### src/rtl/regfile_dumper_pkg.sv
// regfile_dump_pkg
// Shared definitions for the register-file debug dumper and the CPU-side
// read-port mux that hands the regfile read port to the dumper while busy.
//   dump_state_t : dumper FSM states
//   RF_NREGS     : number of architectural registers
//   RF_AW        : register address width
package regfile_dump_pkg;

  localparam int RF_NREGS = 32;
  localparam int RF_AW    = 5;

  typedef enum logic [2:0] {
    IDLE  = 3'd0,
    DRAIN = 3'd1,
    READ  = 3'd2,
    SEND  = 3'd3,
    DONE  = 3'd4
  } dump_state_t;

endpackage

### src/rtl/regfile_dumper.sv
// regfile_dumper
// Debug reader for the register file. A start pulse freezes architectural
// writes (stall_req), walks addresses 0..NREGS-1 through one combinational
// regfile read port and streams (address, data) beats over valid/ready.
// Ports:
//   clk, rst        clock, synchronous active-high reset
//   start           one-cycle dump request, ignored while busy
//   busy            dumper owns the regfile read port (DRAIN..DONE)
//   stall_req       CPU must hold its regfile write enable low
//   done            one-cycle pulse after the last beat is accepted
//   rf_readaddr     regfile read address (0 when not reading)
//   rf_readdata     regfile read data, same-cycle
//   out_valid/ready stream handshake
//   out_addr        register index of the current beat
//   out_data        captured register value
module regfile_dumper
  import regfile_dump_pkg::*;
#(
  parameter int NREGS = RF_NREGS,
  parameter int DW    = 32,
  parameter int AW    = RF_AW
) (
  input  logic          clk,
  input  logic          rst,
  input  logic          start,
  output logic          busy,
  output logic          stall_req,
  output logic          done,
  output logic [AW-1:0] rf_readaddr,
  input  logic [DW-1:0] rf_readdata,
  output logic          out_valid,
  input  logic          out_ready,
  output logic [AW-1:0] out_addr,
  output logic [DW-1:0] out_data
);

  dump_state_t   state;
  dump_state_t   nxt;
  logic [AW-1:0] idx;
  logic          hs;
  logic          last;

  // out_valid is exactly "state is SEND", so the handshake only needs ready.
  assign hs   = (state == SEND) && out_ready;
  assign last = (idx == AW'(NREGS - 1));

  // Read port is driven only while reading so the CPU mux sees a quiet bus.
  assign rf_readaddr = (state == READ) ? idx : '0;

  always_comb begin
    nxt = state;
    case (state)
      IDLE:    if (start) nxt = DRAIN;
      DRAIN:   nxt = READ;
      READ:    nxt = SEND;
      SEND:    if (hs) nxt = last ? DONE : READ;
      DONE:    nxt = IDLE;
      default: nxt = IDLE;
    endcase
  end

  // Status outputs are decoded from the next state and registered, so they
  // line up with the state register and are free of decode glitches.
  always_ff @(posedge clk) begin
    if (rst) begin
      state     <= IDLE;
      idx       <= '0;
      busy      <= 1'b0;
      stall_req <= 1'b0;
      done      <= 1'b0;
      out_valid <= 1'b0;
      out_addr  <= '0;
      out_data  <= '0;
    end else begin
      state     <= nxt;
      busy      <= (nxt != IDLE);
      stall_req <= (nxt == DRAIN) || (nxt == READ) || (nxt == SEND);
      done      <= (nxt == DONE);
      out_valid <= (nxt == SEND);

      // idx stops at NREGS-1: the terminal compare leaves SEND for DONE
      // instead of incrementing, so it never wraps.
      if (state == DRAIN)
        idx <= '0;
      else if (hs && !last)
        idx <= idx + 1'b1;

      // Capture once per beat; held through SEND until the handshake.
      if (state == READ) begin
        out_addr <= idx;
        out_data <= rf_readdata;
      end
    end
  end

endmodule

### config.mk
export PLATFORM = sky130hd
export DESIGN_NAME = regfile_dumper
export DESIGN_NICKNAME = d
export VERILOG_FILES = /design/src/rtl/regfile_dumper_pkg.sv /design/src/rtl/regfile_dumper.sv
export SDC_FILE = /design/constraint.sdc
export NUM_CORES = 1
export LEC_CHECK = 0
export ABC_AREA = 1
export CORE_MARGIN = 2
export CORE_UTILIZATION = 45
export CTS_CLUSTER_SIZE = 28
export DETAILED_ROUTE_END_ITERATION = 7
export DONT_BUFFER_PORTS = 1
export GPL_TIMING_DRIVEN = 0
export PLACE_DENSITY_LB_ADDON = 0.05
export SETUP_SLACK_MARGIN = 0.2
export SLEW_MARGIN = 5
export SYNTH_ARGS = -nofsm -noshare
export SYNTH_HDL_FRONTEND = slang
export SYNTH_SLANG_ARGS = --single-unit
### constraint.sdc
create_clock -name clk -period 1.35 [get_ports clk]
set_input_delay 0 -clock clk [delete_from_list [all_inputs] [get_ports clk]]
set_output_delay 0 -clock clk [all_outputs]
set_load 0.005 [all_outputs]
==> results of run 1 <==
==> layout make-up <==
type	count	area [um^2]	area share, %
Timing Repair Buffer	57	641	19.6
Clock buffer	6	82.6	2.53
Buffer	11	131	4.02
Sequential cell	49	993	30.4
Tap cell	52	65.1	1.99
Clock inverter	2	37.5	1.15
Inverter	19	81.3	2.49
Timing Repair inverter	1	16.3	0.498
Multi-Input combinational cell	155	1220	37.3
==> per-layer routing <==
| metal | GRT usage [%] | part of all wire, % | vias to the layer above |
|---|---|---|---|
| met3 | 6.84 | 5.2 | 4 |
| li1 | - | - | 873 |
| met4 | 6.50 | 0.70 | 0 |
| met2 | 35.8 | 54 | 42 |
| met5 | 0 | 0 | - |
| met1 | 24.8 | 41 | 849 |
==> power breakdown <==
part           switching (mW)  internal (mW)  total [mW]
Combinational           0.344          0.384       0.728
Sequential             0.0798           1.52        1.60
Clock                   0.507          0.603        1.11
==> cell families after synthesis <==
group,after synthesis
AOI/OAI and AO/OA,44
xor gates and xnor gates,1
and+or+nand+nor,108
buffers and inverters,30
adders and majority gates,2
DFF,49
==> sequential cells by signal, indices dropped and copies added, names as in the netlist <==
register   cells
out_valid      1
busy           1
done           1
out_data      32
idx            5
state          3
stall_req      1
out_addr       5
==> how the worst max path moves through the flow <==
stage	startpoint	to	slack, ps	depth (start not counted)
final	idx[1]	idx[2]	70	8
after global routing	idx[1]	idx[2]	10	8
after CTS	idx[0]	idx[2]	40	8
after detailed placement	idx[0]	idx[2]	4	7
after global placement	idx[0]	idx[2]	3	7
after floorplan	idx[0]	idx[4]	140	8
==> cell usage in the layout (no fill, tap or decap), types with 2 or more instances in the layout <==
master,Yosys,layout
nand2_2,20,22
inv_1,16,10
nand3_1,6,3
nor2_2,0,3
buf_12,3,4
dfxtp_4,0,2
a21oi_1,21,3
nand2_1,67,30
buf_6,3,10
dfxtp_2,0,4
buf_16,0,4
clkbuf_8,0,6
nand4_1,5,5
a21oi_2,20,38
dlygate4sd3_1,0,34
buf_8,1,2
ha_4,0,2
buf_4,0,9
o21ai_2,0,2
buf_2,3,3
nand2_4,1,36
nor2_1,8,5
dfxtp_1,49,43
inv_2,2,7
nand3_2,0,2
==> timing repair <==
action	4_1_cts	5_1_grt
hold endpoints to repair	44	0
gates resized for setup	37	91
pin swaps	12	39
endpoints found under the setup margin	38	53
buffers inserted	11	5
hold buffers	35	0
gates cloned	8	0
==> critical path, cell delays in order, from the launching register on <==
cell,delay (ps)
dfxtp_4,370
ha_4,130
nand2_2,50
nor2_2,130
ha_4,190
inv_4,40
nand3_4,110
nand2_2,70
a21oi_2,120
==> results.yml, run 1 <==
synth:
  yosys.area.top_type_share_pct: 48.9
  synth.cells.most_frequent: "67 x nand2_1, 49 x dfxtp_1, 21 x a21oi_1"
  synthSimpleGateAreaFrac_pct: 24.5
  synthMuxAreaShare_pct: 0
  synthFlopType: "dfxtp_1"
  postSynthAreaPerCell_um2: 8.57
  synth-compound-area-share_pct: 14.7
  syn_nets: 272
  yosys-top-cells-area: "dfxtp_1 49%, nand2_1 13%, a21oi_2 8.7%, nand2_2 6.2%, a21oi_1 5.2%"
  synth-seq-cells: 49
  async_flop_share_pct: 0
  yosys.cell_count.top_type: "nand2_1"
  synth.distinct_cells: 21
  synth.largest_area_cell: "dfxtp_1"
  synth-edff-count: 0
  syn_inst: 234
  synth-xor-area-share_pct: 0.437
  synth-warning-count: 0
  synth_fa_ha_area_share_pct: 1.25
  yosysSeqAreaShare_pct: 48.9
  synth_top_family_by_area: "simple AND/OR/NAND/NOR gates"
  netlist_area_mm2: 0.00200
clock_network:
  cts.path.max_buffers: 2
  clock-root-buffer: "clkbuf_8"
  clock_sinks: 49
  path_clk_slew_ps: 90
  htreeDepth: 2
  cts_buffers: 5
  cts_tree: "built"
  clkLatencyLatePin_ps: 300
worst_setup_path:
  arrival_ps: 1520
  critical_path_class: "reg -> reg"
  worstPathRequired_ps: 1580
  regToRegSetupSlack_ps: 70
  crit_path_end_kind: "flop"
  start_kind: "flop"
  rr_worst_depth: 8
  crit_fanout: 5
  timing.rr.start: "idx[1]"
  timing.rr.end: "idx[2]"
floorplan:
  core_mm2: 0.00432
  fp.dieH_um: 70.7
  dieArea_mm2: 0.00500
  pin_count: 82
  die_w_um: 70.7
  initial_utilization_pct: 46.4
  rows: 24
layout:
  area_delta_synth_final_pct: 62.9
  diodes: 0
  fin_nets: 337
  drive_gt1_share_pct: 54.3
  final_cells: 352
  fin_area_mm2: 0.00327
  finish.utilization_pct: 75.5
  fillCellCount: 305
route:
  drt_iter0_drc: 66
  routed_wl_um: 5460
  viasPerCell: 5.02
  wire_per_inst_um: 15.5
  post-route-drc-count: 0
  vias: 1768
  firstDrtPassIters: 4
  postRouteAntennaNets: 0
place:
  dpl_cell_area_mm2: 0.00210
  port-buffer-count: 0
  hpwl_um: 2910
  dp.cells: 286
  place_congestion: 0.800
  place_ws_ps: 4.11
global_routing:
  grt_pass1_wl_um: 8270
  grt_pass1_vias: 1722
  grt_max_degree: 16
  globalRouteOverflowTotal: 0
  grt_antenna_before_repair: 0
  grtUsageTotal_pct: 20.9
sta:
  finalHoldViolCount: 0
  worst_slew_pin_slew_ps: 603
  fin_crit_ps: 1280
  skew_ps: 8.52
  rsz0062_at_grt: "true"
  finalMaxSlewViolations: 0
  fmax_mhz: 781
  period_share_pct: 94.9
  slew_headroom_pct: 59.8
  setup_tns_ps: 0
  fin_hold_ws_ps: 49.1
  fin_ws_ps: 69.1
  setup_viol: 0
hold_path:
  hold_start: "rst"
  whs_endpoint: "out_valid"
  hold_path.class: "in -> reg"
  min_path_cells: 2
job:
  cap_violations: 0
power:
  power_mw: 3.44
  powerDensity_mw_per_mm2: 1050
  peakVddDrop_v: 0.000709
  cellLeakagePower_nw: 1.32
run_status:
  status: "complete, no violations"
No activity file was read; power rests on OpenSTA's default activity.
==> run 2: changes to the inputs <==
CELL_PAD_IN_SITES_DETAIL_PLACEMENT = 0   (was not set)
CELL_PAD_IN_SITES_GLOBAL_PLACEMENT = 1   (was not set)
CORE_UTILIZATION = 39   (was 45)
==> results.yml, run 2 (same netlist as run 1, synthesis figures left out) <==
layout:
  fillCellCount: 410
  largest_reg_flops: 32
  fin_nets: 335
  multiInputGateArea_mm2: 0.00118
  register_area_um2: 991
  final_common_cell: "dfxtp_1"
  finish.utilization_pct: 64.1
  largest-register: "out_data"
  final_cell_mix: "45 x dfxtp_1, 36 x dlygate4sd3_1, 35 x a21oi_2"
  final_cells: 368
  fin_area_mm2: 0.00323
  reg.largest.list: "out_data x32, idx x5, out_addr x5"
  area_delta_synth_final_pct: 61.2
  drive_gt1_share_pct: 49.0
  diodes: 0
worst_setup_path:
  crit_family: "buffers and inverters"
  crit_path_start: "state[1]"
  crit_path_end_kind: "flop"
  timing.rr.start: "state[1]"
  rr_worst_depth: 8
  crit_buf_inv: 4
  cpPeakStageDelay_ps: 340
  start_kind: "flop"
  regToRegSetupSlack_ps: 80
  path_depth: 8
  crit_top_cell: "buf_12"
  arrival_ps: 1500
  timing.rr.end: "out_data[2]"
  critical_path_class: "reg -> reg"
  path_cells: "inv_2 > nor2_4 > nand2_8 > buf_12 > inv_16 > buf_12 > nand2_4 > a21oi_2"
  crit_slowest_cell: "dfxtp_2"
  worstSetupEndpoint: "out_data[2]"
  crit_fanout: 7
  worstPathRequired_ps: 1580
sta:
  rsz0062_at_grt: "true"
  skew_ps: 6.93
  finalMaxSlewViolations: 0
  setup_tns_ps: 0
  fmax_mhz: 784
  slew_headroom_pct: 63.2
  setup_viol: 0
  worst_slew_pin_slew_ps: 552
  finalHoldViolCount: 0
  fin_crit_ps: 1270
  period_share_pct: 94.4
clock_network:
  cts.path.max_buffers: 2
  htreeDepth: 2
  clock_sinks: 49
  clock-root-buffer: "clkbuf_8"
  cts_tree: "built"
  path_clk_slew_ps: 90
  cts_buffers: 5
  clkLatencyLatePin_ps: 300
place:
  dpl_cell_area_mm2: 0.00212
  dp.cells: 304
  port-buffer-count: 0
  hpwl_um: 3110
  place_congestion: 0.705
global_routing:
  grt_pass1_wl_um: 7530
  grtUsageTotal_pct: 17.7
  globalRouteOverflowTotal: 0
  grt_max_degree: 15
  grt_pass1_vias: 1658
  grt_antenna_before_repair: 0
floorplan:
  dieArea_mm2: 0.00573
  initial_utilization_pct: 39.8
  core_mm2: 0.00504
  rows: 26
  pin_count: 82
  fp.dieH_um: 75.7
  die_w_um: 75.7
route:
  postRouteAntennaNets: 0
  viasPerCell: 4.89
  firstDrtPassIters: 4
  wire_per_inst_um: 14.9
  vias: 1801
  post-route-drc-count: 0
  routed_wl_um: 5480
  drt_iter0_drc: 61
power:
  power_frac_comb_pct: 23.0
  p_int_mw: 2.32
  power_mw: 3.19
  cellLeakagePower_nw: 1.39
  swShare_pct: 27.4
  peakVddDrop_v: 0.000520
  p_switching_mw: 0.875
  powerDensity_mw_per_mm2: 987
  pwr-share-clk_pct: 27.4
  seq_power_share_pct: 49.6
run_status:
  status: "complete, no violations"
hold_path:
  min_path_cells: 4
  hold_path.class: "in -> reg"
job:
  cap_violations: 0
run 2: cell count changes in the layout (fill, tap and decap cells not counted), moves of 3 or more:
| cell | previous run | this run |
|---|---|---|
| buf_6 | 10 | 1 |
| nand2_1 | 30 | 33 |
| nand2_4 | 36 | 29 |
| a21oi_2 | 38 | 35 |
| a21oi_1 | 3 | 6 |
| nor2_2 | 3 | 0 |
| buf_12 | 4 | 8 |
| nand2_2 | 22 | 25 |
run 2: tightest hold or removal path, stage by stage:
cell,delay (ps)
nand4_1,110
nor2_4,50
nand2_1,50
a21oi_1,50
run 2: per-layer routing:
metal  up-vias  share of wire, %  track usage [%]  routed length (um)
li1        869                 -                -                   -
met1       866                40             20.8                2210
met2        56                53             30.6                2880
met3        10               5.1             5.42                 280
met4         0               1.9             6.04                 102
met5         -                 0                0                   0
run 2: layout make-up:
type                            instances  area share, %
Buffer                                 11           4.76
Clock buffer                            8           2.79
Inverter                               19           2.67
Multi-Input combinational cell        155           36.4
Sequential cell                        49           30.7
Tap cell                               70           2.71
Timing Repair Buffer                   55           19.4
Timing Repair inverter                  1          0.619
run 2: how the worst min path moves through the flow:
stage                                from      endpoint  slack, ps
final                           out_ready        idx[2]         10
after global routing            out_ready        idx[1]         50
after CTS                       out_ready        idx[0]       -150
after detailed placement  rf_readdata[10]  out_data[10]        150
after global placement    rf_readdata[14]  out_data[14]        140
after floorplan           rf_readdata[14]  out_data[14]        140
run 2: power groups by stage:
stage / logic (mW) / registers [mW] / clock network (mW)
2_1_floorplan: 0.286 / 1.60 / 0
6_report: 0.734 / 1.58 / 0.875
4_1_cts: 0.625 / 1.58 / 0.904
3_3_place_gp: 0.326 / 1.61 / 0
3_5_place_dp: 0.336 / 1.62 / 0
5_1_grt: 0.783 / 1.59 / 0.979
run 2: timing repair:
| action | in CTS | in global routing |
|---|---|---|
| endpoints found under the setup margin | 45 | 52 |
| gates resized for setup | 54 | 66 |
| hold buffers | 35 | 1 |
| hold endpoints to repair | 44 | 10 |
| gates cloned | 8 | 0 |
| buffers inserted | 10 | 2 |
| pin swaps | 13 | 25 |
run 2: metrics by stage:
stage | worst slack (ps) | hold slack, ps
after floorplan | 136 | 143
after global placement | 7.28 | 145
after detailed placement | -14.3 | 153
after CTS | 54.2 | -153
after global routing | -2.20 | 48.2
final | 75.1 | 12.8
==> run 3: changes to the inputs <==
CORE_MARGIN = not set   (was 2)
SETUP_SLACK_MARGIN = 0.4   (was 0.2)
==> results.yml, run 3 (same netlist as run 1, synthesis figures left out) <==
route:
  viasPerCell: 4.92
  post-route-drc-count: 0
  firstDrtPassIters: 4
  routed_wl_um: 6060
  wire_per_inst_um: 16.3
  vias: 1830
  drt_iter0_drc: 52
  postRouteAntennaNets: 0
layout:
  final_common_cell: "nand2_4"
  largest_reg_flops: 32
  diodes: 0
  reg.largest.list: "out_data x32, idx x5, out_addr x5"
  drive_gt1_share_pct: 60.3
  fillCellCount: 317
  fin_area_mm2: 0.00359
  area_delta_synth_final_pct: 78.9
  fin_nets: 342
  final_cell_mix: "57 x nand2_4, 43 x dfxtp_1, 40 x a21oi_2"
  largest-register: "out_data"
power:
  p_switching_mw: 0.985
  pwr-share-clk_pct: 33.2
  powerDensity_mw_per_mm2: 1030
  power_frac_comb_pct: 23.5
  peakVddDrop_v: 0.000627
  seq_power_share_pct: 43.3
  cellLeakagePower_nw: 1.56
  p_int_mw: 2.72
  swShare_pct: 26.6
worst_setup_path:
  crit_fanout: 5
  timing.rr.start: "idx[0]"
  timing.rr.end: "idx[2]"
  arrival_ps: 1560
  regToRegSetupSlack_ps: 20
  rr_worst_depth: 8
  start_kind: "flop"
  critical_path_class: "reg -> reg"
  worstPathRequired_ps: 1580
  crit_path_start: "idx[0]"
  crit_path_end_kind: "flop"
floorplan:
  rows: 25
  core_mm2: 0.00485
  dieArea_mm2: 0.00543
  fp.dieH_um: 73.7
  die_w_um: 73.7
  pin_count: 82
  initial_utilization_pct: 41.3
job:
  cap_violations: 0
run_status:
  status: "complete, no violations"
global_routing:
  grt_pass1_vias: 1846
  globalRouteOverflowTotal: 0
  grtUsageTotal_pct: 21.0
  grt_antenna_before_repair: 0
  grt_pass1_wl_um: 8620
  grt_max_degree: 16
clock_network:
  cts_buffers: 5
  clock_sinks: 49
  htreeDepth: 2
  clock-root-buffer: "clkbuf_8"
  clkLatencyLatePin_ps: 300
  cts.path.max_buffers: 2
  cts_tree: "built"
  path_clk_slew_ps: 90
sta:
  finalHoldViolCount: 0
  fin_crit_ps: 1330
  fmax_mhz: 753
  slew_headroom_pct: 59.7
  setup_viol: 0
  period_share_pct: 98.4
  fin_hold_ws_ps: 42.7
  skew_ps: 2.98
  worst_slew_pin_slew_ps: 605
  rsz0062_at_grt: "true"
  finalMaxSlewViolations: 0
place:
  dpl_cell_area_mm2: 0.00224
  place_congestion: 0.733
  port-buffer-count: 0
  hpwl_um: 3130
hold_path:
  hold_start: "out_ready"
  whs_endpoint: "idx[3]"
  min_path_cells: 4
  hold_path.class: "in -> reg"
[run 3: stage by stage]
stage                     cells  setup WS (ps)  utilization, %  power [mW]  setup TNS (ps)
after floorplan             234            136               -        1.94               0
after global placement      301           30.2            46.2        1.99               0
after detailed placement    301         -0.363            46.2        2.01          -0.363
after CTS                   366           49.3            66.1        3.57               0
after global routing        372          -27.7            74.0        3.86           -84.9
final                       372           22.3            74.0        3.70               0
[run 3: how the worst max path moves through the flow]
| stage | depth (start not counted) | slack [ps] | to |
|---|---|---|---|
| after floorplan | 8 | 140 | idx[4] |
| after global placement | 7 | 30 | idx[3] |
| after detailed placement | 7 | -0.4 | idx[2] |
| after CTS | 8 | 50 | idx[0] |
| after global routing | 8 | -30 | idx[4] |
| final | 8 | 20 | idx[2] |
[run 3: repair_timing]
action	CTS	global route
gates resized for setup	68	76
pin swaps	32	30
buffers inserted	14	5
cloned	8	0
hold buffers	35	1
setup endpoints to repair	53	53
hold endpoints to repair	44	10
[run 3: final cells by class]
| class | instances | area [um^2] | share of cell area (%) |
|---|---|---|---|
| inverter | 19 | 86.3 | 2.41 |
| buffer | 11 | 145 | 4.05 |
| clock buffer | 5 | 68.8 | 1.92 |
| sequential | 49 | 993 | 27.7 |
| timing repair inverter | 1 | 16.3 | 0.454 |
| clock inverter | 3 | 65.1 | 1.81 |
| multi-input combinational | 155 | 1380 | 38.3 |
| timing repair buffer | 62 | 752 | 21.0 |
| tap | 67 | 83.8 | 2.34 |
[run 3: per-layer routing]
| layer | share of wire, % | global-route usage [%] |
|---|---|---|
| met1 | 40 | 22.6 |
| met3 | 5.6 | 6.17 |
| met5 | 0 | 0 |
| met2 | 52 | 37.9 |
| met4 | 1.8 | 8.76 |
[run 3: power groups by stage]
stage / Clock [mW] / Combinational (mW) / Sequential [mW]
2_1_floorplan: 0 / 0.326 / 1.61
3_3_place_gp: 0 / 0.364 / 1.63
3_5_place_dp: 0 / 0.378 / 1.63
4_1_cts: 1.24 / 0.729 / 1.60
5_1_grt: 1.32 / 0.922 / 1.61
6_report: 1.23 / 0.872 / 1.60
[run 3: worst max-delay path: stages (launching register included)]
cell and delay (ps):
dfxtp_4 370, ha_4 150, nand2_4 60, nor2_4 120, ha_4 190, inv_4 50, nand3_4 120, nand2_2 70
a21oi_2 130
